### src/rtl/onehot_bitscan_iter_if.sv
// Handshake bundle for onehot_bitscan_iter: bitmap input stream, index output stream
// and status flags. The out_last signal exists only when ONEHOT_BITSCAN_LAST_EN is defined.
// master: the side that supplies bitmaps and consumes indices.
// slave:  the bit-scanner itself.
interface onehot_bitscan_iter_if #(
    parameter int N  = 16,
    parameter int LN = $clog2(N)
) ();
    logic          in_valid;
    logic          in_ready;
    logic [N-1:0]  in_data;
    logic          out_valid;
    logic          out_ready;
    logic [LN-1:0] out_index;
    logic          empty_drop;
    logic          busy;
`ifdef ONEHOT_BITSCAN_LAST_EN
    logic          out_last;

    modport master (
        output in_valid, in_data, out_ready,
        input  in_ready, out_valid, out_index, empty_drop, busy, out_last
    );

    modport slave (
        input  in_valid, in_data, out_ready,
        output in_ready, out_valid, out_index, empty_drop, busy, out_last
    );
`else
    modport master (
        output in_valid, in_data, out_ready,
        input  in_ready, out_valid, out_index, empty_drop, busy
    );

    modport slave (
        input  in_valid, in_data, out_ready,
        output in_ready, out_valid, out_index, empty_drop, busy
    );
`endif
endinterface

### src/rtl/onehot_bitscan_iter.sv
// onehot_bitscan_iter: accepts an N-bit request bitmap and streams out the index of every
// set bit, one per cycle, lowest-first (REVERSE=0) or highest-first (REVERSE=1).
// Optional feature macro: ONEHOT_BITSCAN_LAST_EN adds out_last, flagging the final
// index of each bitmap. Without the macro no last-detect logic is built.
module onehot_bitscan_iter #(
    parameter int N       = 16,
    parameter int REVERSE = 0,
    parameter int LN      = $clog2(N)
) (
    input  logic                  clk_i,
    input  logic                  reset_i,
    onehot_bitscan_iter_if.slave  bus
);

    typedef enum logic [0:0] {
        ST_IDLE = 1'b0,
        ST_SCAN = 1'b1
    } state_t;

    localparam logic [N-1:0] ONE_N  = {{(N-1){1'b0}}, 1'b1};
    localparam logic [N-1:0] ZERO_N = {N{1'b0}};

    state_t        state_q, state_d;
    logic [N-1:0]  rem_q, rem_d;
    logic          empty_drop_q, empty_drop_d;

    logic          in_ready_s;
    logic          accept_s;
    logic          out_valid_s;
    logic [LN-1:0] scan_idx_s;
    logic [N-1:0]  rem_clr_s;

    // Index of the lowest set bit; 0 when no bit is set.
    function automatic logic [LN-1:0] lowest_idx(input logic [N-1:0] v);
        logic [LN-1:0] res;
        res = {LN{1'b0}};
        for (int i = N - 1; i >= 0; i--) begin
            if (v[i]) begin
                res = LN'(i);
            end
        end
        return res;
    endfunction

    // Index of the highest set bit; 0 when no bit is set.
    function automatic logic [LN-1:0] highest_idx(input logic [N-1:0] v);
        logic [LN-1:0] res;
        res = {LN{1'b0}};
        for (int i = 0; i < N; i++) begin
            if (v[i]) begin
                res = LN'(i);
            end
        end
        return res;
    endfunction

    // Handshake qualifiers; reset forces everything quiet.
    always_comb begin
        in_ready_s  = !reset_i && (state_q == ST_IDLE);
        out_valid_s = !reset_i && (state_q == ST_SCAN);
        accept_s    = bus.in_valid && in_ready_s;
    end

    // Scan position comes from the remaining-bits register only, so it is stable under stall.
    always_comb begin
        if (REVERSE != 0) begin
            scan_idx_s = highest_idx(rem_q);
        end else begin
            scan_idx_s = lowest_idx(rem_q);
        end
        rem_clr_s = rem_q & ~(ONE_N << scan_idx_s);
    end

    // Next-state logic: accept bitmaps in IDLE, retire one bit per transfer in SCAN.
    always_comb begin
        state_d      = state_q;
        rem_d        = rem_q;
        empty_drop_d = 1'b0;
        case (state_q)
            ST_IDLE: begin
                if (accept_s) begin
                    if (bus.in_data != ZERO_N) begin
                        rem_d   = bus.in_data;
                        state_d = ST_SCAN;
                    end else begin
                        empty_drop_d = 1'b1;
                    end
                end else begin
                    state_d = ST_IDLE;
                end
            end
            ST_SCAN: begin
                if (bus.out_ready) begin
                    rem_d = rem_clr_s;
                    if (rem_clr_s == ZERO_N) begin
                        state_d = ST_IDLE;
                    end else begin
                        state_d = ST_SCAN;
                    end
                end else begin
                    state_d = ST_SCAN;
                end
            end
            default: begin
                state_d = ST_IDLE;
                rem_d   = ZERO_N;
            end
        endcase
    end

    // State, remaining bits and drop pulse registers with synchronous reset.
    always_ff @(posedge clk_i) begin
        if (reset_i) begin
            state_q      <= ST_IDLE;
            rem_q        <= ZERO_N;
            empty_drop_q <= 1'b0;
        end else begin
            state_q      <= state_d;
            rem_q        <= rem_d;
            empty_drop_q <= empty_drop_d;
        end
    end

    // Output drive; the index is forced to zero whenever it is not valid.
    always_comb begin
        bus.in_ready   = in_ready_s;
        bus.out_valid  = out_valid_s;
        bus.busy       = out_valid_s;
        bus.empty_drop = empty_drop_q && !reset_i;
        if (out_valid_s) begin
            bus.out_index = scan_idx_s;
        end else begin
            bus.out_index = {LN{1'b0}};
        end
    end

`ifdef ONEHOT_BITSCAN_LAST_EN
    // Final index of a bitmap: exactly one bit remains.
    always_comb begin
        bus.out_last = out_valid_s && (rem_q != ZERO_N) && ((rem_q & (rem_q - ONE_N)) == ZERO_N);
    end
`endif

endmodule

### src/flat_wrapper.sv
// flat-port wrapper written by rule: the top's interface ports become plain ports
module onehot_bitscan_iter_flat 
#(
    parameter int N       = 16,
    parameter int REVERSE = 0,
    parameter int LN      = $clog2(N)
)
  (clk_i, reset_i, bus_in_valid, bus_in_data, bus_out_ready, bus_in_ready, bus_out_valid, bus_out_index, bus_empty_drop, bus_busy);
  onehot_bitscan_iter_if #(.N(N), .LN(LN)) bus_i ();
  input  logic clk_i;
  input  logic reset_i;
  input wire logic [$bits(bus_i.in_valid)-1:0] bus_in_valid;
  input wire logic [$bits(bus_i.in_data)-1:0] bus_in_data;
  input wire logic [$bits(bus_i.out_ready)-1:0] bus_out_ready;
  output wire logic [$bits(bus_i.in_ready)-1:0] bus_in_ready;
  output wire logic [$bits(bus_i.out_valid)-1:0] bus_out_valid;
  output wire logic [$bits(bus_i.out_index)-1:0] bus_out_index;
  output wire logic [$bits(bus_i.empty_drop)-1:0] bus_empty_drop;
  output wire logic [$bits(bus_i.busy)-1:0] bus_busy;
  assign bus_i.in_valid = bus_in_valid;
  assign bus_i.in_data = bus_in_data;
  assign bus_i.out_ready = bus_out_ready;
  assign bus_in_ready = bus_i.in_ready;
  assign bus_out_valid = bus_i.out_valid;
  assign bus_out_index = bus_i.out_index;
  assign bus_empty_drop = bus_i.empty_drop;
  assign bus_busy = bus_i.busy;
  onehot_bitscan_iter #(.N(N), .REVERSE(REVERSE), .LN(LN)) u_core (.clk_i(clk_i), .reset_i(reset_i), .bus(bus_i));
endmodule
### config.mk
export PLATFORM = sky130hd
export DESIGN_NAME = onehot_bitscan_iter_flat
export DESIGN_NICKNAME = d
export VERILOG_FILES = /design/src/rtl/onehot_bitscan_iter_if.sv /design/src/rtl/onehot_bitscan_iter.sv /design/src/flat_wrapper.sv
export SDC_FILE = /design/constraint.sdc
export NUM_CORES = 1
export LEC_CHECK = 0
export CAP_MARGIN = 40
export CORE_MARGIN = 2
export CORE_UTILIZATION = 47
export CTS_BUF_LIST = sky130_fd_sc_hd__clkbuf_8
export CTS_CLUSTER_DIAMETER = 80
export DETAILED_ROUTE_END_ITERATION = 6
export PLACE_DENSITY_LB_ADDON = 0.3
export SLEW_MARGIN = 20
export SYNTH_ARGS = -nofsm -noshare
export SYNTH_HDL_FRONTEND = slang
export SYNTH_SLANG_ARGS = --single-unit
export TNS_END_PERCENT = 20
### constraint.sdc
create_clock -name clk_i -period 2.3 [get_ports clk_i]
set_input_delay 0.575 -clock clk_i [delete_from_list [all_inputs] [get_ports clk_i]]
set_output_delay 0.575 -clock clk_i [all_outputs]
set_load 0.005 [all_outputs]
==> parameters.txt <==
Parameter                              Value

Drt
  Vias per Instance ... 6.462
  Number of DRC violations after detailed-routing iteration 0 ... 137
  Average wire per standard cell ... 19.50 um
  DRT Pass-1 Iters ... 5
  Post-route DRC violation count ... 0
  Drt total wl ... 5324 um
  Total via count after detailed routing ... 1,764
  Post-DRT Antenna Nets ... 0

Synthesis
  Count of distinct cell types in the synthesized netlist ... 42
  Synthesized flop and latch total ... 18
  Sequential area share after synthesis ... 29.15%
  Synthesized cell area ... 1236 um2
  YS warnings ... 0
  Mean instance size in the synthesized netlist ... 7.229 um2
  Count of flip-flops with a built-in enable after synthesis ... 0
  Net count of the mapped netlist ... 191
  Dominant register cell in the synthesized netlist ... sky130_fd_sc_hd__dfxtp_1
  Async S/R FF share, synth ... 0%
  Gate count after technology mapping ... 171

Timing
  Period Utilization, post-route ... 100.8%
  Final setup violation count ... 1
  Highest clock rate ... 0.4315 GHz
  Summed negative setup slack over all endpoints ... -17.40 ps
  Final worst-path setup slack ... -17.40 ps
  Transition time at the pin with the least slew margin ... 363.2 ps
  Worst slew slack as a fraction of its limit ... 75.58%
  Hold Vio Cnt, Final ... 0
  RSZ-0062 raised after global routing ... true
  Clock Skew ... 3.650 ps
  Final min period ... 2317 ps
  Final-report max-slew violation count ... 0

Floorplanning
  Top-level I/O count ... 28
  Height of the die ... 55.29 um
  Die Wd ... 55.29 um
  Std-Cell Rows ... 18
  Initial Util ... 49.90%
  Area of the core region ... 2477 um2
  DIE AREA ... 3056 um2

Worst setup path
  Arrival @ worst endpoint ... 1740 ps
  Critical-path cell with the highest stage delay ... sky130_fd_sc_hd__dfxtp_2
  Series of cell instances along the critical path ... buf_4 -> nor4_4 -> buf_4 -> buf_4 -> a21o_1 -> nor2_1 -> dlygate4sd2_1
  Biggest cell delay along the critical path ... 330 ps
  Endpoint kind of the worst setup timing path ... primary output
  Endpoint of the most critical register-to-register path ... u_core.state_q
  Cell type with the highest occurrence count on the critical path ... sky130_fd_sc_hd__buf_4
  Worst reg-to-reg path cell count ... 9
  Worst Path Class, Setup ... flop to primary output
  Critical Path Start Type ... flop
  CP max FO ... 4
  Required time at the endpoint of the critical path ... 1730 ps
  Worst reg2reg startpoint ... u_core.rem_q[5]
  Launching element of the worst setup path ... u_core.rem_q[7]
  Minimum setup slack among reg-to-reg paths ... 10 ps
  Critical Path End ... bus_out_index[2]

Job
  Max-cap check violation count ... 0

CTS
  Skew-Pair Late Insertion Delay ... 250 ps
  Clock Root Buffer ... sky130_fd_sc_hd__clkbuf_8
  Worst-path clk slew ... 70 ps
  Clock tree from TritonCTS ... built
  Clock sink count ... 18
  Number of CTS-inserted buffers ... 3
  Maximum buffer depth of the clock tree ... 2
  Depth of the CTS H-tree ... 1

Placement
  Pre-CTS setup slack ... -467.0 ps
  HPWL after detailed placement ... 3426 um
  Gpl congestion ... 1.010
  Port Buffers ... 27

Power
  Lkg Pwr ... 0.9307 nW
  Power density over cell area ... 606.9 nW/um2
  Worst supply voltage drop on vdd ... 0.0005197 V

GRT
  Antenna violations before repair ... 0
  Via count of the first global-routing pass ... 1,591
  Remaining global-route overflow ... 0
  Wire length of the first global-routing pass ... 7320 um
  All-layer global routing usage ... 29.63%
  Largest net degree at the start of global routing ... 20

Final layout
  Core Util, Final ... 85.81%
  Number of antenna diodes ... 0
  Layout overhead on the synthesized area ... 71.96%
  Ratio of cells with drive above 1 in the final layout ... 37.86%
  Net count, final ... 265

Worst hold path
  Type of the tightest min-delay check ... input port to flop
  Source of the worst hold timing path ... bus_in_data[3]

Run status
  Run status ... complete, but fails checks
  Failing checks ... negative setup slack
## power by group
group          internal, mW  switching [mW]  leakage (nW)
clock network         0.116           0.103        0.0216
logic                 0.349           0.363         0.761
registers             0.335          0.0245         0.149
## cell families (layout without fill, tap and decap cells)
| logic type | after synthesis | after routing | share of synthesized area, % |
|---|---|---|---|
| buffers and inverters | 15 | 87 | 5.062 |
| adders and majority gates | 1 | 1 | 0.8097 |
| and+or+nand+nor | 74 | 74 | 31.17 |
| AOI/OAI and AO/OA | 63 | 63 | 33.81 |
| DFF | 18 | 18 | 29.15 |
## layout make-up
class                   count  area [um2]
clock buffers               3       41.29
fillers                   135       351.6
inverters                   7       26.28
multi-input cells         138       994.7
flip-flops and latches     18       366.6
well taps                  30       37.54
repair buffers             77       659.4
## Yosys cell counts, types with 3 or more instances
master	n	area (um2)
sky130_fd_sc_hd__a21o_1	4	30.03
sky130_fd_sc_hd__a21oi_1	16	80.08
sky130_fd_sc_hd__a22oi_1	6	45.04
sky130_fd_sc_hd__clkbuf_1	5	18.77
sky130_fd_sc_hd__dfxtp_1	18	360.4
sky130_fd_sc_hd__inv_1	7	26.28
sky130_fd_sc_hd__nand2_1	16	60.06
sky130_fd_sc_hd__nand2b_1	5	31.28
sky130_fd_sc_hd__nand3_1	6	30.03
sky130_fd_sc_hd__nand4b_1	3	26.28
sky130_fd_sc_hd__nor2_1	24	90.09
sky130_fd_sc_hd__nor4_1	6	37.54
sky130_fd_sc_hd__o211ai_1	3	22.52
sky130_fd_sc_hd__o21a_1	4	30.03
sky130_fd_sc_hd__o21ai_0	7	35.03
sky130_fd_sc_hd__o21ai_1	7	35.03
## worst min-delay path by stage
stage                       end  slack [ps]  cells after the start
6_report        u_core.rem_q[3]         630                      3
5_1_grt         u_core.rem_q[3]         640                      3
4_1_cts        u_core.rem_q[10]         630                      3
3_5_place_dp    u_core.rem_q[9]         600                      2
3_3_place_gp    u_core.rem_q[9]         570                      2
2_1_floorplan  u_core.rem_q[13]         500                      2
## layout by cell type, fill, tap and decap left out, drive strengths merged, types with 2 or more instances in the layout
cell type      Yosys  routed
nor3               2       2
a21o               4       4
o31a               2       2
a21oi             17      17
nor2b              2       2
clkdlybuf4s50      0      14
a22oi              6       6
clkbuf             5       5
dlymetal6s2s       0       9
nand4b             3       3
a221oi             2       2
nand2b             5       5
nand2             16      16
dfxtp             18      18
nor2              24      24
or2                2       2
o211ai             3       3
o21a               4       4
nor4               7       7
nand3              6       6
or4                3       3
a2bb2oi            2       2
and2               2       2
dlygate4sd2        0       2
buf                3      50
inv                7       7
o21ai             14      14
## metrics by stage
stage / total power, mW / instances / area [um2] / hold WS (ps)
finish: 1.290 / 273 / 2126 / 627.1
global route: 1.352 / 273 / 2126 / 639.9
CTS: 1.160 / 270 / 1931 / 629.2
detailed placement: 0.9357 / 267 / 1861 / 595.7
global placement: 0.9187 / 267 / 1861 / 572.7
floorplan: 0.6587 / 171 / 1236 / 496.8
## state kept, by name, summed over array words and instances (netlist names)
register / cells
u_core.rem_q: 16
u_core.state_q: 1
u_core.empty_drop_q: 1
## per-layer routing
layer	track usage, %	part of all wire [%]
met5	0	0
met4	9.408	4.0
met3	3.044	8.7
met2	50.17	49
met1	39.47	38
## critical path: cells and delay by family (launching register included)
family                 cells  cell delay [ps]
AOI/OAI and AO/OA          1              130
buffers and inverters      4              680
DFF                        1              330
and+or+nand+nor            2              350
## what timing repair did
item | 4_1_cts | 5_1_grt
setup buffers | 0 | 3
pin swaps | 0 | 14
hold endpoints to repair | 0 | 0
endpoints found under the setup margin | 13 | 22
gates resized for setup | 12 | 46
hold buffers | 0 | 0
No activity file was read; power rests on OpenSTA's default activity.
